### src/rtl/otter_branch_predictor.sv
// Direct-mapped branch predictor: tagged entries with saturating counters and a
// one-cycle registered lookup. Define BPU_PERF_CNT_EN to add lookup/mispredict counters.
module otter_branch_predictor #(
  parameter int ENTRIES = 64,
  parameter int CTR_W   = 2,
  parameter int TAG_W   = 8
) (
  input  logic        clk_i,
  input  logic        reset_n_i,
  input  logic        stall_i,
  input  logic        flush_i,
  input  logic [31:0] fetch_pc_i,
  output logic        pred_valid_o,
  output logic        pred_taken_o,
  output logic [31:0] pred_target_o,
  input  logic        upd_valid_i,
  input  logic [31:0] upd_pc_i,
  input  logic        upd_taken_i,
  input  logic [31:0] upd_target_i,
  input  logic        upd_mispred_i
`ifdef BPU_PERF_CNT_EN
  ,
  output logic [31:0] lookup_cnt_o,
  output logic [31:0] mispred_cnt_o
`endif
);

  localparam int IDX_W = $clog2(ENTRIES);
  localparam logic [CTR_W-1:0] CTR_MAX = '1;
  localparam logic [CTR_W-1:0] CTR_WT  = CTR_W'(1) << (CTR_W - 1);
  localparam logic [CTR_W-1:0] CTR_WNT = CTR_WT - CTR_W'(1);

  typedef logic [IDX_W-1:0] idx_t;
  typedef logic [TAG_W-1:0] tag_t;

  function automatic idx_t pc_idx(input logic [31:0] pc);
    return pc[IDX_W+1:2];
  endfunction

  function automatic tag_t pc_tag(input logic [31:0] pc);
    return pc[IDX_W+2 +: TAG_W];
  endfunction

  logic [ENTRIES-1:0] valid_q;
  tag_t               tag_q    [ENTRIES];
  logic [31:0]        target_q [ENTRIES];
  logic [CTR_W-1:0]   ctr_q    [ENTRIES];

  logic        pred_valid_q;
  logic        pred_taken_q;
  logic [31:0] pred_target_q;

  idx_t             f_idx, u_idx;
  logic             f_hit, f_taken, u_hit;
  logic [31:0]      f_target;
  logic [CTR_W-1:0] ctr_d;

  // Lookup side: all of this reads the pre-edge array, giving read-before-write.
  always_comb begin
    f_idx    = pc_idx(fetch_pc_i);
    f_hit    = valid_q[f_idx] && (tag_q[f_idx] == pc_tag(fetch_pc_i));
    f_taken  = f_hit && ctr_q[f_idx][CTR_W-1];
    f_target = f_taken ? target_q[f_idx] : fetch_pc_i + 32'd4;
  end

  // NOTE: every variable assigned in always_comb gets a default first so no latch is inferred.
  always_comb begin
    u_idx = pc_idx(upd_pc_i);
    u_hit = valid_q[u_idx] && (tag_q[u_idx] == pc_tag(upd_pc_i));
    ctr_d = ctr_q[u_idx];
    if (!u_hit) begin
      ctr_d = upd_taken_i ? CTR_WT : CTR_WNT;
    end else if (upd_taken_i) begin
      if (ctr_q[u_idx] != CTR_MAX) ctr_d = ctr_q[u_idx] + CTR_W'(1);
    end else begin
      if (ctr_q[u_idx] != '0) ctr_d = ctr_q[u_idx] - CTR_W'(1);
    end
  end

  // NOTE: sequential state uses non-blocking assignments; where two land on the same
  // bit in one edge the later one wins, which is how flush overrides an allocation.
  always_ff @(posedge clk_i or negedge reset_n_i) begin
    if (!reset_n_i) begin
      valid_q <= '0;
      for (int i = 0; i < ENTRIES; i++) ctr_q[i] <= CTR_WNT;
    end else begin
      if (upd_valid_i) begin
        valid_q[u_idx] <= 1'b1;
        ctr_q[u_idx]   <= ctr_d;
      end
      if (flush_i) valid_q <= '0;
    end
  end

  // NOTE: tags and targets are left out of reset; a cleared valid bit makes them don't-care.
  always_ff @(posedge clk_i) begin
    if (upd_valid_i) begin
      tag_q[u_idx] <= pc_tag(upd_pc_i);
      if (!u_hit || upd_taken_i) target_q[u_idx] <= upd_target_i;
    end
  end

  always_ff @(posedge clk_i or negedge reset_n_i) begin
    if (!reset_n_i) begin
      pred_valid_q  <= 1'b0;
      pred_taken_q  <= 1'b0;
      pred_target_q <= '0;
    end else if (!stall_i) begin
      pred_valid_q  <= 1'b1;
      pred_taken_q  <= f_taken;
      pred_target_q <= f_target;
    end
  end

  assign pred_valid_o  = pred_valid_q;
  assign pred_taken_o  = pred_taken_q;
  assign pred_target_o = pred_target_q;

`ifdef BPU_PERF_CNT_EN
  logic [31:0] lookup_cnt_q, mispred_cnt_q;

  always_ff @(posedge clk_i or negedge reset_n_i) begin
    if (!reset_n_i) begin
      lookup_cnt_q  <= '0;
      mispred_cnt_q <= '0;
    end else begin
      if (!stall_i && lookup_cnt_q != '1) lookup_cnt_q <= lookup_cnt_q + 32'd1;
      if (upd_valid_i && upd_mispred_i && mispred_cnt_q != '1)
        mispred_cnt_q <= mispred_cnt_q + 32'd1;
    end
  end

  assign lookup_cnt_o  = lookup_cnt_q;
  assign mispred_cnt_o = mispred_cnt_q;

  logic unused_pc_bits;
  assign unused_pc_bits = ^{fetch_pc_i[1:0], fetch_pc_i[31:IDX_W+2+TAG_W],
                            upd_pc_i[1:0], upd_pc_i[31:IDX_W+2+TAG_W]};
`else
  logic unused_pc_bits;
  assign unused_pc_bits = ^{fetch_pc_i[1:0], fetch_pc_i[31:IDX_W+2+TAG_W],
                            upd_pc_i[1:0], upd_pc_i[31:IDX_W+2+TAG_W], upd_mispred_i};
`endif

endmodule

### config.mk
export PLATFORM = sky130hd
export DESIGN_NAME = otter_branch_predictor
export DESIGN_NICKNAME = d
export VERILOG_FILES = /design/src/rtl/otter_branch_predictor.sv
export SDC_FILE = /design/constraint.sdc
export NUM_CORES = 2
export LEC_CHECK = 0
export ABC_AREA = 1
export BUFFER_PORTS_ARGS = -buffer_cell sky130_fd_sc_hd__buf_4
export CORE_ASPECT_RATIO = 1.1
export CORE_MARGIN = 2
export CORE_UTILIZATION = 39
export DETAILED_ROUTE_END_ITERATION = 10
export SETUP_SLACK_MARGIN = 0.05
export SLEW_MARGIN = 20
export SYNTH_ARGS = -nofsm -noshare
export SYNTH_HDL_FRONTEND = slang
export SYNTH_SLANG_ARGS = --single-unit
### constraint.sdc
create_clock -name clk_i -period 13.3 [get_ports clk_i]
set_input_delay 2.66 -clock clk_i [delete_from_list [all_inputs] [get_ports clk_i]]
set_output_delay 2.66 -clock clk_i [all_outputs]
set_load 0.01 [all_outputs]
==> results.py <==
metrics = {
    "worst_setup_path": {
        "rrSetupSlack_ns": 8.44,
        "cp.required_ns": 13.77,
        "start_kind": "input port",
        "rr_endpoint": "target_q[16][18]$_DFFE_PP_",
        "crit_fanout": 123,
        "criticalPathCategory": "in -> reg",
        "r2r_cells": 20,
        "cp.arrival_ns": 8.56,
        "worstSetupEndpointType": "flip-flop",
        "r2r-start": "valid_q[35]$_DFFE_PN0P_",
    },
    "timing": {
        "skew_ns": 0.0762,
        "worst_pin_slew_ns": 1.19,
        "maxSlewViolCount": 0,
        "setup_violations": 0,
        "rsz0062_at_grt": "no",
        "final_hold_viol_count": 0,
        "period_share": 0.608,
        "min_period_ns": 8.09,
        "maxSlewHeadroom": 0.205,
        "fin_setup_tns_ns": 0,
        "max_freq_ghz": 0.124,
    },
    "power": {
        "total_leakage_power_nw": 47.8,
        "p_per_area_nw_per_um2": 143,
        "finalPower_mw": 19.3,
        "vdd_drop_max_v": 0.000101,
    },
    "clock_network": {
        "cts_buffer_depth": 4,
        "cts_buffers": 301,
        "root_buffer": "clkbuf_16",
        "cts_resized": 0,
        "cts_tree": "built",
        "h-tree-depth": 5,
        "postCtsHoldBufs": 0,
        "clkLatencyLatePin_ns": 0.89,
        "cts_sinks": 2786,
        "cts.clk_slew.worst_paths_ns": 0.06,
        "post_cts_buffers": 0,
    },
    "synth": {
        "synthAdderAreaFrac": 0.000104,
        "yosysWarnings": 0,
        "synth-compound-area-share": 0.117,
        "yosysSeqAreaShare": 0.689,
        "synth.avg_cell_area_sq_um": 10.8,
        "synth_ff_type": "edfxtp_1",
        "muxShareOfSynthArea": 0,
        "ys_seq_elements": 2786,
        "async_reset_ff_frac": 0.0811,
        "synth_edf_count": 2560,
        "syn_inst": 11100,
        "ys_types": 44,
        "synthSimpleGateAreaFrac": 0.148,
        "synth_area_sq_um": 120000,
        "syn_nets": 11200,
        "synth-xor-area-share": 0.00197,
        "synth_top_family_by_area": "simple AND/OR/NAND/NOR gates",
    },
    "drt": {
        "drc": 0,
        "drtIter0Drc": 11700,
        "viasPerCell": 5.75,
        "ant_nets": 0,
        "dr_total_vias": 87800,
        "dr.pass1.iters": 9,
        "routedWlPerCell_um": 25.8,
        "wirelength_um": 394000,
    },
    "cells_and_area": {
        "final_util": 0.441,
        "syn2layout_area_growth_pct": 12.5,
        "most-common-layout-cells": "nand2_1, edfxtp_1, o21ai_0, nor2_1, nand3_1",
        "layout-drive-gt1-share": 0.0825,
        "final_cell_area_sq_um": 135000,
        "nNetsFinal": 11100,
        "final_common_cell": "nand2_1",
    },
    "floorplanning": {
        "placementRows": 213,
        "dieHeight_um": 586,
        "start_util": 0.392,
        "die_w_um": 533,
        "dieArea_sq_um": 312000,
        "ioPinCount": 137,
        "core_sq_um": 306000,
    },
    "grt": {
        "grt_max_degree": 214,
        "overflow": 0,
        "first_global_vias": 84400,
        "grt_pass1_wl_um": 563000,
        "antenna_found_initial": 18,
        "grt_usage": 0.244,
    },
    "place": {
        "io_buffers": 117,
        "gp_congestion": 0.882,
        "placed_area_sq_um": 125000,
        "hpwl_um": 213000,
    },
    "flow_run": {
        "maxCapViolations": 0,
    },
    "min_path": {
        "hold_start": "ctr_q[64]$_DFFE_PN1P_",
        "holdPathEnd": "ctr_q[64]$_DFFE_PN1P_",
        "hold_path.class": "reg -> reg",
        "hold_depth": 2,
    },
    "status": {
        "status": "finished, final reports clean",
    },
}
-- through the flow --
| step | hold slack (ns) | setup WS (ns) | std cells |
|---|---|---|---|
| 6_report | 0.467 | 5.21 | 15300 |
| 5_1_grt | 0.472 | 4.97 | 15300 |
| 4_1_cts | 0.467 | 5.39 | 15300 |
| 3_5_place_dp | 0.457 | 4.47 | 14700 |
| 3_3_place_gp | 0.454 | 4.47 | 14700 |
| 2_1_floorplan | 0.448 | 6.18 | 11100 |
-- where the power goes --
| group | internal (mW) | leakage (nW) | switching [mW] | total (mW) |
|---|---|---|---|---|
| Sequential | 9.70 | 25.9 | 0.0574 | 9.76 |
| Clock | 4.71 | 4.63 | 3.47 | 8.17 |
| Combinational | 0.347 | 17.4 | 1.07 | 1.42 |
-- cell type report --
| cell class | count | area (sq um) |
|---|---|---|
| clock buffer | 368 | 7980 |
| antenna | 8 | 20.0 |
| multi-input combinational | 7022 | 32900 |
| clock inverter | 167 | 1510 |
| fill | 28100 | 171000 |
| tap | 4085 | 5110 |
| inverter | 521 | 2000 |
| timing repair buffer | 329 | 2770 |
| sequential | 2786 | 82600 |
-- worst max-delay path: stages --
cell and delay, ns:
buf_8 0.26, inv_4 0.64, buf_4 0.92, o21ai_0 0.21, nand2_1 0.10, nand2_1 0.07, nand2_1 0.07, nand2_1 0.16
nand2_1 0.11, nand2_1 0.10, nor2_1 0.18, nand2_1 0.10, nand2_1 0.07, nand2_1 0.05, nor2_1 0.09, nand3_1 0.21
nor2_4 0.14, buf_4 0.79, buf_4 0.92, a21oi_4 0.08, buf_4 0.33
-- registers in the layout (all words and copies together), names as in the netlist --
| register | count |
|---|---|
| pred_target_o | 32 |
| valid_q | 64 |
| ctr_q | 128 |
| target_q | 2048 |
| pred_valid_o | 1 |
| tag_q | 512 |
| pred_taken_o | 1 |
-- metal layers --
layer | wire [um] | track usage
met1 | 151000 | 0.313
met2 | 185000 | 0.398
met3 | 36600 | 0.0409
met4 | 21400 | 0.126
met5 | 0 | 0
-- cell families after synthesis --
family	after synthesis
adders and majority gates	1
and+or+nand+nor	4509
AOI/OAI and AO/OA	2485
DFF	2786
buffers and inverters	1274
xor gates and xnor gates	27
-- worst max path at each step --
stage / end / from / slack, ns / cells after the start
after detailed placement: target_q[56][29]$_DFFE_PP_ / upd_pc_i[2] / 4.47 / 21
after global routing: target_q[57][18]$_DFFE_PP_ / upd_pc_i[2] / 4.97 / 21
after CTS: target_q[56][25]$_DFFE_PP_ / upd_pc_i[2] / 5.39 / 21
after floorplan: target_q[10][0]$_DFFE_PP_ / upd_pc_i[2] / 6.18 / 20
final: target_q[16][18]$_DFFE_PP_ / upd_pc_i[2] / 5.21 / 21
after global placement: target_q[58][24]$_DFFE_PP_ / upd_pc_i[2] / 4.47 / 21
-- cells in the mapped netlist (3+ instances only) --
master	instances	area (sq um)
a21oi_1	268	1340
a31oi_1	24	150
clkinv_1	8	30.0
nor3_1	28	140
buf_6	9	101
o21ai_0	1470	7360
o221ai_1	179	1570
nand4_1	28	175
nand2_1	2588	9710
dfstp_2	64	1680
clkbuf_1	414	1550
inv_1	506	1900
o211ai_1	128	961
o21ai_1	38	190
buf_2	261	1310
or2_2	12	75.1
nor2_1	1313	4930
a22oi_1	3	22.5
xnor2_1	5	43.8
nand3_1	527	2640
buf_1	51	191
a211oi_1	6	45.0
xor2_1	22	193
a32oi_1	9	78.8
a22o_1	14	123
o21bai_1	10	75.1
o22ai_1	322	2010
edfxtp_1	2560	76900
buf_4	18	135
a21boi_0	8	60.1
dfrtp_1	162	4050
inv_2	7	26.3
and2_1	4	25.0
a211o_1	3	26.3
(Power assumes the default switching activity.)
